**src/rtl/key_debounce.sv**
```systemverilog
// key_debounce: push-button front end for the DE10-Lite counter designs.
// Two-flop synchroniser, consecutive-sample debouncer, registered press and
// release pulses, and a step pulse for a counter enable.
// Optional auto-repeat is compiled in when KEY_AUTOREPEAT_EN is defined.
// Without it, step_pulse follows press_pulse and held is tied low.
module key_debounce #(
  parameter int unsigned DEBOUNCE_CYCLES = 1000000,
  parameter int unsigned REPEAT_DELAY    = 25000000,
  parameter int unsigned REPEAT_PERIOD   = 5000000,
  parameter bit          ACTIVE_LOW      = 1'b1
) (
  input  logic clk,
  input  logic reset,
  input  logic key_in,
  output logic key_level,
  output logic press_pulse,
  output logic release_pulse,
  output logic step_pulse,
  output logic held
);

  localparam int unsigned       DB_W         = $clog2(DEBOUNCE_CYCLES + 1);
  localparam logic [DB_W-1:0]   DB_LAST      = DB_W'(DEBOUNCE_CYCLES - 1);
  localparam logic              RAW_RELEASED = ACTIVE_LOW;

  logic            r_sync1;
  logic            r_sync2;
  logic            r_key_level;
  logic [DB_W-1:0] r_db_cnt;
  logic            r_press_pulse;
  logic            r_release_pulse;

  logic w_sync_n;
  logic w_differ;
  logic w_accept;
  logic w_press_acc;
  logic w_release_acc;

  // Two-stage synchroniser; both stages come out of reset at the released level.
  // NOTE: sequential state always uses non-blocking assignments, so every
  // flop samples the pre-edge value of its neighbours regardless of ordering.
  always_ff @(posedge clk or posedge reset) begin
    if (reset) begin
      r_sync1 <= RAW_RELEASED;
      r_sync2 <= RAW_RELEASED;
    end else begin
      r_sync1 <= key_in;
      r_sync2 <= r_sync1;
    end
  end

  // Normalise polarity so that 1 always means pressed.
  assign w_sync_n      = ACTIVE_LOW ? ~r_sync2 : r_sync2;
  assign w_differ      = (w_sync_n != r_key_level);
  assign w_accept      = w_differ && (r_db_cnt == DB_LAST);
  assign w_press_acc   = w_accept && !r_key_level;
  assign w_release_acc = w_accept &&  r_key_level;

  // Debouncer: count consecutive differing samples, flip the level on the last one.
  always_ff @(posedge clk or posedge reset) begin
    if (reset) begin
      r_key_level <= 1'b0;
      r_db_cnt    <= '0;
    end else if (!w_differ) begin
      r_db_cnt <= '0;
    end else if (w_accept) begin
      r_key_level <= ~r_key_level;
      r_db_cnt    <= '0;
    end else begin
      r_db_cnt <= r_db_cnt + DB_W'(1);
    end
  end

  // Edge pulses land on the same edge as the level change.
  always_ff @(posedge clk or posedge reset) begin
    if (reset) begin
      r_press_pulse   <= 1'b0;
      r_release_pulse <= 1'b0;
    end else begin
      r_press_pulse   <= w_press_acc;
      r_release_pulse <= w_release_acc;
    end
  end

  assign key_level     = r_key_level;
  assign press_pulse   = r_press_pulse;
  assign release_pulse = r_release_pulse;

`ifdef KEY_AUTOREPEAT_EN
  localparam int unsigned RP_MAX = (REPEAT_DELAY > REPEAT_PERIOD) ? REPEAT_DELAY : REPEAT_PERIOD;
  localparam int unsigned RP_W   = $clog2(RP_MAX + 1);
  localparam logic [RP_W-1:0] RD_LAST = RP_W'(REPEAT_DELAY - 1);
  localparam logic [RP_W-1:0] RP_LAST = RP_W'(REPEAT_PERIOD - 1);

  typedef enum logic [1:0] {
    ST_IDLE,
    ST_DELAY,
    ST_REPEAT
  } rpt_state_t;

  rpt_state_t      r_state;
  logic [RP_W-1:0] r_rpt_cnt;
  logic            r_step;
  logic            r_held;

  // Repeat FSM; a release always wins over a coinciding terminal count.
  always_ff @(posedge clk or posedge reset) begin
    if (reset) begin
      r_state   <= ST_IDLE;
      r_rpt_cnt <= '0;
      r_step    <= 1'b0;
      r_held    <= 1'b0;
    end else begin
      r_step <= 1'b0;
      case (r_state)
        ST_IDLE: begin
          if (w_press_acc) begin
            r_state   <= ST_DELAY;
            r_rpt_cnt <= '0;
            r_step    <= 1'b1;
          end
        end
        ST_DELAY: begin
          if (w_release_acc) begin
            r_state   <= ST_IDLE;
            r_rpt_cnt <= '0;
            r_held    <= 1'b0;
          end else if (r_rpt_cnt == RD_LAST) begin
            r_state   <= ST_REPEAT;
            r_rpt_cnt <= '0;
            r_step    <= 1'b1;
            r_held    <= 1'b1;
          end else begin
            r_rpt_cnt <= r_rpt_cnt + RP_W'(1);
          end
        end
        ST_REPEAT: begin
          if (w_release_acc) begin
            r_state   <= ST_IDLE;
            r_rpt_cnt <= '0;
            r_held    <= 1'b0;
          end else if (r_rpt_cnt == RP_LAST) begin
            r_rpt_cnt <= '0;
            r_step    <= 1'b1;
          end else begin
            r_rpt_cnt <= r_rpt_cnt + RP_W'(1);
          end
        end
        default: begin
          r_state   <= ST_IDLE;
          r_rpt_cnt <= '0;
          r_held    <= 1'b0;
        end
      endcase
    end
  end

  assign step_pulse = r_step;
  assign held       = r_held;
`else
  assign step_pulse = r_press_pulse;
  assign held       = 1'b0;
`endif

endmodule

```
**config.mk**
```make
export PLATFORM = sky130hd
export DESIGN_NAME = key_debounce
export DESIGN_NICKNAME = d
export VERILOG_FILES = /design/src/rtl/key_debounce.sv
export SDC_FILE = /design/constraint.sdc
export NUM_CORES = 1
export LEC_CHECK = 0
export BUFFER_PORTS_ARGS = -buffer_cell sky130_fd_sc_hd__buf_2
export CAP_MARGIN = 30
export CORE_MARGIN = 2
export CORE_UTILIZATION = 52
export DETAILED_ROUTE_END_ITERATION = 8
export PLACE_DENSITY_LB_ADDON = 0.2
export RECOVER_POWER = 100
export SLEW_MARGIN = 20
export SYNTH_ARGS = -nofsm -noshare
export SYNTH_HDL_FRONTEND = slang
export SYNTH_SLANG_ARGS = --single-unit
```
**constraint.sdc**
```tcl
create_clock -name clk -period 1.9 [get_ports clk]
set_input_delay 0.19 -clock clk [delete_from_list [all_inputs] [get_ports clk]]
set_output_delay 0.19 -clock clk [all_outputs]
set_load 0.01 [all_outputs]
```
Word level (Yosys, flattened, before mapping)

Index checks and enable logic that the tools add are counted.

Bitwise gates (word level): 2
Equality and inequality tests: 2
Reductions and logical operators: 5
$add $sub $neg: 1
Multiplexer cells: 2

Operators by type and width:

| operator                                                         | count |
|---|---|
| 20-bit 2-to-1 mux                                                | 2 |
| 20-bit by 1-bit adder with 20-bit output (second input constant) | 1 |
| 20-bit == test (second input constant)                           | 1 |
| 1-bit logical AND                                                | 3 |
| 1-bit NOT                                                        | 2 |
| 2-bit AND reduction                                              | 1 |
| 1-bit zero test                                                  | 1 |
| 1-bit != test                                                    | 1 |

Output and inout bits: 5
Input bits: 3
Bits in registers: 25

Depth between registers and ports, before layout

Depth after elaboration: 5
Mapped depth: 7

Worst setup path before layout

OpenSTA, ideal clock, no wires.

Path kind: register to register
Start: register r_db_cnt[0]
End: register r_db_cnt[18]
Slack: -24 ps
Cell stages (with the launch flop): 6
Arrival: 1847 ps
Library setup time: 77 ps
Path buffers: 0
Cells stage by stage: dfrtp_1 -> ha_1 -> nand2_1 -> or4_4 -> or4_1 -> a21oi_1

Word-level cells in the longest chain between the ends: 4

Ends and longest elaborated chain:

| element                                                                                          | line | text |
|---|---|---|
| start, declared                                                                                  | 29   | `logic [DB_W-1:0] r_db_cnt;` |
| start signal, assigned                                                                           | 70   | `r_db_cnt <= r_db_cnt + DB_W'(1);` |
| parallel branches: the longest is 2 deep, another holds 20-bit by 1-bit adder with 20-bit output | -    |  |
| 20-bit 2-to-1 mux (*)                                                                            | 66   | `end else if (w_accept) begin` |
| 20-bit 2-to-1 mux (*)                                                                            | 64   | `end else if (!w_differ) begin` |

Mark *: on every way between the ends.
A chain may end at the register's enable or synchronous reset.

Final worst setup path

Start: register r_db_cnt[1]
End: register r_db_cnt[18]

The elaborated chain is that of the path after synthesis.

==> impl_metrics.env <==
export IMPL_outcome="finished clean"
export IMPL_synthTopCellsByArea="dfrtp_1, xnor2_1, nor2_1"
export IMPL_wl_per_cell_microns=13.7
export IMPL_boundaryPins=8
export IMPL_detail_route_iter0_violations=22
export IMPL_yosysUniqueCellTypes=32
export IMPL_arrival_ns=2.12
export IMPL_end_kind="flop"
export IMPL_grtUsageTotal_pct=19.2
export IMPL_multiInputGateArea_sq_um=538
export IMPL_cts_root_buf="clkbuf_4"
export IMPL_ys_seq_area_share_pct=52.4
export IMPL_dp_hpwl_microns=1520
export IMPL_clock_latency_ns=0.31
export IMPL_synthCells=120
export IMPL_syn_to_final_growth_pct=14.8
export IMPL_synth_top_family_by_area="simple AND/OR/NAND/NOR gates"
export IMPL_initial_core_util_pct=54.7
export IMPL_cts_tree="yes"
export IMPL_critPathSlowestCell="or4_1"
export IMPL_power_frac_clock_pct=28.3
export IMPL_path_cells="ha_1 -> nand2_2 -> or4_4 -> or4_1 -> a21oi_2"
export IMPL_synth_flop_cell="dfrtp_1"
export IMPL_drc=0
export IMPL_synthMuxAreaShare_pct=0.835
export IMPL_synth_async_reset_ratio_pct=100
export IMPL_dr_pass1_iters=4
export IMPL_io_buffer_count=6
export IMPL_post_synth_top_area_cell="dfrtp_1"
export IMPL_cts_buffers=3
export IMPL_post_synth_cell_area_avg_sq_um=9.99
export IMPL_synth_compound_area_share_pct=7.31
export IMPL_fin_nets=143
export IMPL_vias=930
export IMPL_grt_pass1_wl_microns=3790
export IMPL_vdd_ir_drop_max_v=0.000481
export IMPL_max_stage_delay_ns=0.51
export IMPL_dp_cells=159
export IMPL_clock_sinks=25
export IMPL_syn_nets=124
export IMPL_synth_edff_count=0
export IMPL_htreeDepth=1
export IMPL_finalCritPeriodShare_pct=98.2
export IMPL_place_area_sq_um=1310
export IMPL_netlist_area_sq_um=1200
export IMPL_switching_share_pct=23.0
export IMPL_die_w_microns=52.0
export IMPL_routabilityCongestion=0.823
export IMPL_fin_cells=166
export IMPL_layout_commonest_cell="dfrtp_1"
export IMPL_max_slew_margin_pct=59.3
export IMPL_p_per_area_nw_per_um2=604
export IMPL_fp_dieArea_sq_um=2710
export IMPL_final_cell_mix="dfrtp_1, nor2_1, xnor2_1, buf_4, nand2_1"
export IMPL_via_per_inst=5.60
export IMPL_crit_family="simple AND/OR/NAND/NOR gates"
export IMPL_rows=17
export IMPL_worstPathRequired_ns=2.15
export IMPL_power_frac_seq_pct=65.7
export IMPL_crit_buf_inv=0
export IMPL_ys_warn_count=0
export IMPL_clock_path_buffers=2
export IMPL_clk_pin_slew_ns=0.14
export IMPL_synth_top_area_share_pct=48.0
export IMPL_final_area_sq_um=1380
export IMPL_path_max_fanout=6
export IMPL_hold_path_class="reg2reg"
export IMPL_wl_microns=2280
export IMPL_ys_ff_latch=25
export IMPL_finalCriticalPeriod_ns=1.87
export IMPL_comb_power_share_pct=6.0
export IMPL_die_y_microns=52.0
export IMPL_ant_nets=0
export IMPL_grt_overflow=0
export IMPL_fill_cells=188
export IMPL_synth_fa_ha_area_share_pct=1.04
export IMPL_static_leakage_power_nw=0.557
export IMPL_num_antenna_cells=0
export IMPL_report_final_setup_viol=0
export IMPL_start_kind="flop"
export IMPL_drv_slew=0
export IMPL_regArea_sq_um=628
export IMPL_cap_violations=0
export IMPL_p_sw_mw=0.191
export IMPL_final_hold_viol_count=0
export IMPL_worst_slew_pin_slew_ns=0.611
export IMPL_grt_pass1_vias=900
export IMPL_post_route_util_pct=62.8
export IMPL_drive_gt1_share_pct=21.0
export IMPL_synth_xor_area_share_pct=8.77
export IMPL_antenna_found_initial=0
export IMPL_clock_fmax_ghz=0.536
export IMPL_finClkSkew_ns=0.00302
export IMPL_synth_simple_area_share_pct=24.4
export IMPL_core_sq_um=2190
export IMPL_grt_max_degree=26
export IMPL_path_class="reg2reg"
export IMPL_cell_internal_pwr_mw=0.640
-- power by group through the flow --
stage	logic (mW)	registers, mW	clock network, mW
global route	0.0546	0.547	0.268
global placement	0.0413	0.556	0
detailed placement	0.0423	0.557	0
finish	0.0495	0.546	0.235
floorplan	0.0264	0.557	0
CTS	0.0475	0.549	0.243
-- cell families (layout without fill, tap and decap cells) --
family	count (synthesis)	after routing
adder cells (fa/ha/maj)	1	1
multiplexers	1	1
AO/OA/AOI/OAI	15	15
buffers and inverters	11	29
flip-flops	25	25
AND/OR/NAND/NOR	54	54
other	1	1
XOR/XNOR	12	12
-- worst reg2reg max path: cells and delay by family, from the launching register on --
kind	cells	cell delay, ns
AOI/OAI and AO/OA	1	0.13
adders and majority gates	1	0.24
DFF	1	0.39
and+or+nand+nor	3	1.04
-- timing repair --
item / CTS / global route
hold endpoints to repair: 24 / 0
pin swaps: 2 / 1
hold buffers: 2 / 0
setup buffers: 0 / 1
resized for setup: 1 / 5
setup endpoints to repair: 1 / 19
-- final timing paths --
path	from	end	slack (ns)	cells after the start
setup / recovery	r_db_cnt[1]$_DFF_PP0_	r_db_cnt[18]$_DFF_PP0_	0.03	5
hold reg to reg	r_sync1$_DFF_PP1_	r_sync2$_DFF_PP1_	0.37	0
setup reg to reg	r_db_cnt[1]$_DFF_PP0_	r_db_cnt[18]$_DFF_PP0_	0.03	5
min in group asynchronous	reset	r_db_cnt[18]$_DFF_PP0_	0.56	4
hold / removal	r_sync1$_DFF_PP1_	r_sync2$_DFF_PP1_	0.37	0
max in group asynchronous	reset	r_db_cnt[2]$_DFF_PP0_	0.94	4
-- area by class of cell --
class,instances,share of cell area (%)
inverter,5,1.36
clock buffer,3,1.64
tap,28,2.55
timing repair buffer,20,9.36
clock inverter,1,0.364
sequential,25,45.6
multi-input combinational,84,39.1
-- per-stage QoR --
step | setup WS [ns] | power (mW) | TNS [ns] | hold slack, ns
2_1_floorplan | 0.0111 | 0.584 | 0 | 0.194
3_3_place_gp | 0.0758 | 0.597 | 0 | 0.247
3_5_place_dp | 0.000178 | 0.599 | 0 | 0.250
4_1_cts | 0.000534 | 0.840 | 0 | 0.368
5_1_grt | -0.00699 | 0.869 | -0.00699 | 0.369
6_report | 0.0347 | 0.831 | 0 | 0.366
-- routing by layer --
metal  global-route usage (%)  vias up  wire length [microns]
li1                         -      450                      -
met1                     24.1      447                   1020
met2                     31.4       27                   1170
met3                     3.74        6                     72
met4                     9.21        0                     22
met5                        0        -                      0
-- state kept, by name (all words and copies together) (netlist names) --
signal         flops
key_level          1
press_pulse        1
r_db_cnt          20
r_sync1            1
r_sync2            1
release_pulse      1
-- cell usage after synthesis (3+ instances only) --
master and n:
o21ai_0 4, inv_1 5, dfrtp_1 23, or4_1 4
a21oi_1 7, nor2_1 15, o31ai_1 3, nor3_1 5
or3_1 3, nand3_1 6, nand2_1 8, xnor2_1 10
nor4_1 4
No activity file was read; power rests on OpenSTA's default activity.
